## src/rtl/frame_fetch_ctrl.sv

```systemverilog
// Frame-buffer fetch engine: streams one frame from SDRAM into the async pixel FIFO
// using single-outstanding Avalon-MM burst reads, throttled by the FIFO almost-full flag.
module frame_fetch_ctrl #(
  parameter int unsigned           addr_width  = 32,
  parameter int unsigned           data_width  = 32,
  parameter logic [addr_width-1:0] base_addr   = '0,
  parameter int unsigned           frame_words = 307200,
  parameter int unsigned           burst_len   = 16
) (
  input  logic                  clk,
  input  logic                  reset,
  input  logic                  frame_start,
  input  logic                  fifo_almost_full,
  output logic [addr_width-1:0] avm_address,
  output logic                  avm_read,
  output logic [6:0]            avm_burstcount,
  input  logic                  avm_waitrequest,
  input  logic [data_width-1:0] avm_readdata,
  input  logic                  avm_readdatavalid,
  output logic                  fifo_wr_en,
  output logic [data_width-1:0] fifo_wr_data,
  output logic                  busy,
  output logic                  frame_done,
  output logic                  start_overrun
);

  localparam int unsigned           CNT_W      = $clog2(frame_words + 1);
  localparam logic [CNT_W-1:0]      FRAME_CNT  = CNT_W'(frame_words);
  localparam logic [addr_width-1:0] WORD_BYTES = addr_width'(data_width / 8);

  typedef enum logic [2:0] {
    IDLE,
    CHECK,
    REQ,
    DATA,
    DONE
  } state_t;

  state_t                state_q, state_d;
  logic [CNT_W-1:0]      req_remaining_q, req_remaining_d;
  logic [CNT_W-1:0]      rx_remaining_q, rx_remaining_d;
  logic [6:0]            beats_left_q, beats_left_d;
  logic [addr_width-1:0] avm_address_q, avm_address_d;
  logic                  avm_read_q, avm_read_d;
  logic [6:0]            avm_burstcount_q, avm_burstcount_d;
  logic                  fifo_wr_en_q, fifo_wr_en_d;
  logic [data_width-1:0] fifo_wr_data_q, fifo_wr_data_d;
  logic                  busy_q, busy_d;
  logic                  frame_done_q, frame_done_d;
  logic                  start_overrun_q, start_overrun_d;
  logic                  beat_accept;

  // Returned beats are only meaningful while a granted burst is being drained.
  assign beat_accept = (state_q == DATA) && avm_readdatavalid;

  always_comb begin
    state_d          = state_q;
    req_remaining_d  = req_remaining_q;
    rx_remaining_d   = rx_remaining_q;
    beats_left_d     = beats_left_q;
    avm_address_d    = avm_address_q;
    avm_read_d       = avm_read_q;
    avm_burstcount_d = avm_burstcount_q;
    busy_d           = busy_q;
    frame_done_d     = 1'b0;
    start_overrun_d  = start_overrun_q;
    fifo_wr_en_d     = beat_accept;
    fifo_wr_data_d   = beat_accept ? avm_readdata : fifo_wr_data_q;

    if (frame_start && busy_q) begin
      start_overrun_d = 1'b1;
    end

    case (state_q)
      IDLE: begin
        if (frame_start) begin
          req_remaining_d = FRAME_CNT;
          rx_remaining_d  = FRAME_CNT;
          avm_address_d   = base_addr;
          busy_d          = 1'b1;
          state_d         = CHECK;
        end
      end
      CHECK: begin
        if (req_remaining_q == '0) begin
          state_d = DONE;
        end else if (!fifo_almost_full) begin
          if (32'(req_remaining_q) > burst_len) begin
            avm_burstcount_d = 7'(burst_len);
          end else begin
            avm_burstcount_d = 7'(req_remaining_q);
          end
          avm_read_d = 1'b1;
          state_d    = REQ;
        end
      end
      REQ: begin
        if (avm_read_q && !avm_waitrequest) begin
          avm_read_d      = 1'b0;
          beats_left_d    = avm_burstcount_q;
          req_remaining_d = req_remaining_q - CNT_W'(avm_burstcount_q);
          avm_address_d   = avm_address_q + addr_width'(avm_burstcount_q) * WORD_BYTES;
          state_d         = DATA;
        end
      end
      DATA: begin
        if (beat_accept) begin
          beats_left_d   = beats_left_q - 7'd1;
          rx_remaining_d = rx_remaining_q - CNT_W'(1);
          if (beats_left_q == 7'd1) begin
            state_d = (req_remaining_q == '0) ? DONE : CHECK;
          end
        end
      end
      DONE: begin
        // The final beat's FIFO write is on the bus during this cycle, so the
        // done pulse lands exactly one cycle after it.
        frame_done_d = 1'b1;
        busy_d       = 1'b0;
        state_d      = IDLE;
      end
      default: state_d = IDLE;
    endcase
  end

  always_ff @(posedge clk) begin
    if (reset) begin
      state_q          <= IDLE;
      req_remaining_q  <= '0;
      rx_remaining_q   <= '0;
      beats_left_q     <= '0;
      avm_address_q    <= base_addr;
      avm_read_q       <= 1'b0;
      avm_burstcount_q <= '0;
      fifo_wr_en_q     <= 1'b0;
      fifo_wr_data_q   <= '0;
      busy_q           <= 1'b0;
      frame_done_q     <= 1'b0;
      start_overrun_q  <= 1'b0;
    end else begin
      state_q          <= state_d;
      req_remaining_q  <= req_remaining_d;
      rx_remaining_q   <= rx_remaining_d;
      beats_left_q     <= beats_left_d;
      avm_address_q    <= avm_address_d;
      avm_read_q       <= avm_read_d;
      avm_burstcount_q <= avm_burstcount_d;
      fifo_wr_en_q     <= fifo_wr_en_d;
      fifo_wr_data_q   <= fifo_wr_data_d;
      busy_q           <= busy_d;
      frame_done_q     <= frame_done_d;
      start_overrun_q  <= start_overrun_d;
    end
  end

  assign avm_address    = avm_address_q;
  assign avm_read       = avm_read_q;
  assign avm_burstcount = avm_burstcount_q;
  assign fifo_wr_en     = fifo_wr_en_q;
  assign fifo_wr_data   = fifo_wr_data_q;
  assign busy           = busy_q;
  assign frame_done     = frame_done_q;
  assign start_overrun  = start_overrun_q;

endmodule

```

## config.mk

```make
export PLATFORM = sky130hd
export DESIGN_NAME = frame_fetch_ctrl
export DESIGN_NICKNAME = d
export VERILOG_FILES = /design/src/rtl/frame_fetch_ctrl.sv
export SDC_FILE = /design/constraint.sdc
export NUM_CORES = 1
export LEC_CHECK = 0
export CORE_MARGIN = 3
export CORE_UTILIZATION = 45
export CTS_CLUSTER_DIAMETER = 40
export DETAILED_ROUTE_END_ITERATION = 12
export PLACE_DENSITY = 0.76
export SLEW_MARGIN = 20
export SYNTH_ARGS = -nofsm -noshare
export SYNTH_HDL_FRONTEND = slang
export SYNTH_SLANG_ARGS = --single-unit
```

## constraint.sdc

```tcl
create_clock -name clk -period 2.15 [get_ports clk]
set_clock_uncertainty 0.05 [all_clocks]
set_input_delay 0.3225 -clock clk [delete_from_list [all_inputs] [get_ports clk]]
set_output_delay 0.3225 -clock clk [all_outputs]
set_load 0.02 [all_outputs]
```

==> metrics, run 1 <==
number of H-tree levels=3; starting density of the core=0.471; list of most frequent post-synthesis cells=sky130_fd_sc_hd__dfxtp_1 (103), sky130_fd_sc_hd__nand2_1 (87), sky130_fd_sc_hd__a21oi_1 (74); number of enable-type register cells in the synthesized netlist=0; met1 Resource Use GR=0.295; grt ovf=0; met3 track demand over resource=0.0409; violations in the final reports=negative setup slack; sequential-to-total area share from yosys stat=0.417; depth of the worst register-to-register path=8; PwrDens=496 mW/mm^2; share of flip-flops with an asynchronous set or reset=0; hold_sp=reset; cell with the most instances after synthesis=sky130_fd_sc_hd__dfxtp_1; yosys synthesis warning count=0; average routed wire per standard cell=roughly 17 um; worst-case setup margin in the final layout=-0.141 ns; fraction of synthesized cell area taken by the top area cell type=0.417; pin count of the biggest net entering global routing=35; clock sink count=a little over 100; kind of start point of the critical path=flip-flop; worst min-delay path class=input port to flip-flop; floorplan core area=about 0.011 sq mm; Max Clock Freq=436 MHz; master cell of the clock root buffer=sky130_fd_sc_hd__clkbuf_8; critical path class=flip-flop to flip-flop; drt initial violations=roughly 500; worst-skew pair later-pin latency=roughly 0.37 ns; post-synthesis register bit count=103; count of endpoints failing hold in the final timing report=0; sum of routed wire length over all layers=16300 um; synthesized netlist cell count=607; maximum vdd ir drop=between 0.3 and 0.4 mV; number of vias per cell after detailed routing=about 5.8; count of antenna diodes in the layout=0; Worst R2R Setup Slack=-0.14 ns; most congested layer reported by global routing=met2; number of global-route vias before repair=around 5000; first-pass GRT wire length=~25000 um; post-synthesis instance area=between 0.004 and 0.005 sq mm; antenna violations before repair=0; die footprint=0.0123 sq mm; width of the die=approximately 110 um; final instance area=between 0.007 and 0.008 sq mm; outcome=complete, but fails checks; main area contributors after synthesis=sky130_fd_sc_hd__dfxtp_1 (42%), sky130_fd_sc_hd__a21oi_1 (7.5%), sky130_fd_sc_hd__nand2_1 (6.6%); Distinct cells, synth=55; DP HPWL=roughly 11000 um; via count=5465; Avg Inst Size Synth=8.15 sq um; CTS tree=built; worst endpoint data arrival time=around 2.5 ns; Die Ht=approximately 110 um; worst hold path endpoint=start_overrun; dpl ws=-0.214 ns; weighted congestion reported at the end of routability-driven placement=0.858; max-slew violation count=0; Final Net Count=between 800 and 900; post-place instance area=about 0.0069 sq mm; FILL cells=between 700 and 800; category of the worst setup path capture point=flip-flop; global router's overall resource usage=0.238; count of boundary I/O pins=114; count of antenna-violating nets left after detailed routing=0; Port Buffer Count=roughly 110; CP Data Required Time=2.40 ns; post-route clock period utilization=1.07; worst slew pin tran=roughly 0.57 ns; predominant post-synthesis flop cell=sky130_fd_sc_hd__dfxtp_1; remaining routing DRC violations=0; largest fanout on the critical path=5; area growth from synthesis to layout=52.7%; post-layout minimum cycle time=2.29 ns; CTS max path bufs=2; worst reg2reg path startpoint=req_remaining_q[0]; sum of internal, switching and leakage power=around 3.7 mW; final count of negative-setup-slack endpoints=13; share of post-route cells with drive strength above 1=0.264; RSZ-0062 raised after global routing=yes; num rows=37; endpoint of the worst-slack reg-to-reg timing path=req_remaining_q[12]; relative slew slack=0.615; instance count along the most critical hold path=2; leakage power=about 2.7 nW; leading area contributor after synthesis=sky130_fd_sc_hd__dfxtp_1; max-cap check violation count=0; number of iterations in the first detailed-routing pass=5; TritonCTS Buffers=9; clock-pin slew of the registers on the worst-case setup and hold paths=roughly 0.11 ns; GR Layer Usage met2=0.419
worst max-delay path by stage:
| stage | from | to | slack (ns) | depth (start not counted) |
|---|---|---|---|---|
| after global placement | avm_waitrequest | avm_address[31] | -0.19 | 7 |
| after detailed placement | avm_waitrequest | avm_address[31] | -0.21 | 7 |
| final | req_remaining_q[0] | req_remaining_q[12] | -0.14 | 8 |
| after global routing | req_remaining_q[0] | req_remaining_q[12] | -0.20 | 8 |
| after floorplan | req_remaining_q[9] | req_remaining_q[18] | -0.13 | 6 |
| after CTS | req_remaining_q[8] | req_remaining_q[18] | -0.13 | 5 |
layout make-up:
class / instances / area [sq um] / area share
inverters: 20 / 80.1 / 0.0106
multi-input cells: 452 / 3090 / 0.408
flip-flops and latches: 103 / 2090 / 0.277
clock buffers: 10 / 138 / 0.0182
repair buffers: 217 / 1950 / 0.258
clock inverters: 5 / 41.3 / 0.00546
well taps: 136 / 170 / 0.0225
state kept, by name (all words and copies together) (netlist names):
name	count
busy	1
req_remaining_q	19
start_overrun	1
beats_left_q	7
state_q	3
fifo_wr_data	32
frame_done	1
fifo_wr_en	1
avm_address	30
avm_burstcount	7
avm_read	1
metrics by stage:
step	utilization	cells	setup TNS (ns)	hold WS, ns
6_report	0.719	943	-0.972	0.282
5_1_grt	0.719	943	-1.92	0.286
4_1_cts	0.688	931	-0.823	0.261
3_5_place_dp	0.653	907	-3.94	0.396
3_3_place_gp	0.653	907	-2.09	0.392
2_1_floorplan	-	608	-0.429	0.397
routing by layer:
metal,up-vias,routed length (um),part of all wire
li1,2583,-,-
met1,2611,6580,0.41
met2,229,8290,0.51
met3,42,978,0.060
met4,0,403,0.025
met5,-,0,0
kinds of logic after synthesis:
kind of cell,after synthesis,synth area share
other,1,0.000758
flip-flops,103,0.417
AO/OA/AOI/OAI,177,0.222
adder cells (fa/ha/maj),18,0.0485
XOR/XNOR,8,0.0142
buffers and inverters,57,0.0450
AND/OR/NAND/NOR,243,0.253
worst max-delay path, cell delays in order (launching register included):
cell and delay (ns):
sky130_fd_sc_hd__dfxtp_2 0.33, sky130_fd_sc_hd__inv_2 0.06, sky130_fd_sc_hd__ha_4 0.13, sky130_fd_sc_hd__fa_2 0.23
sky130_fd_sc_hd__nor2b_4 0.06, sky130_fd_sc_hd__o31a_1 0.32, sky130_fd_sc_hd__o31a_1 0.39, sky130_fd_sc_hd__or4_4 0.50
sky130_fd_sc_hd__a31oi_1 0.15
cell usage in the layout, fill, tap and decap left out, types with 8 or more instances in the layout:
master and instances:
sky130_fd_sc_hd__clkdlybuf4s50_1 110, sky130_fd_sc_hd__buf_4 98, sky130_fd_sc_hd__dfxtp_1 89, sky130_fd_sc_hd__nand2_1 87, sky130_fd_sc_hd__a21oi_1 64, sky130_fd_sc_hd__nor2_1 42
sky130_fd_sc_hd__o21ai_0 21, sky130_fd_sc_hd__o31ai_1 19, sky130_fd_sc_hd__or4_1 17, sky130_fd_sc_hd__inv_1 15, sky130_fd_sc_hd__or4_4 12, sky130_fd_sc_hd__nand3_1 10
sky130_fd_sc_hd__clkbuf_8 10, sky130_fd_sc_hd__nor3_1 9, sky130_fd_sc_hd__a21oi_2 9, sky130_fd_sc_hd__ha_1 9, sky130_fd_sc_hd__nand3b_1 8, sky130_fd_sc_hd__o21a_1 8
sky130_fd_sc_hd__or3_1 8, sky130_fd_sc_hd__dfxtp_2 8
repair_timing:
action | 4_1_cts | 5_1_grt
hold buffers | 0 | 0
setup endpoints to repair | 37 | 40
setup buffers | 7 | 12
pin swaps | 28 | 26
gates resized for setup | 32 | 54
gates cloned | 2 | 2
power by group:
part | leakage, nW | internal (mW) | switching (mW)
clock network | 0.0872 | 0.461 | 0.715
registers | 0.840 | 1.93 | 0.0243
logic | 1.73 | 0.309 | 0.306
Power figures use the tool's default switching activity.
==> run 2: changes to the inputs <==
--- a/config.mk
+++ b/config.mk
@@ -10,7 +10,6 @@
 export CTS_CLUSTER_DIAMETER = 40
 export DETAILED_ROUTE_END_ITERATION = 12
 export PLACE_DENSITY = 0.76
-export SLEW_MARGIN = 20
 export SYNTH_ARGS = -nofsm -noshare
 export SYNTH_HDL_FRONTEND = slang
 export SYNTH_SLANG_ARGS = --single-unit
==> results of run 2 <==
The final DEF is identical to that of run 1; final timing and power are the same.
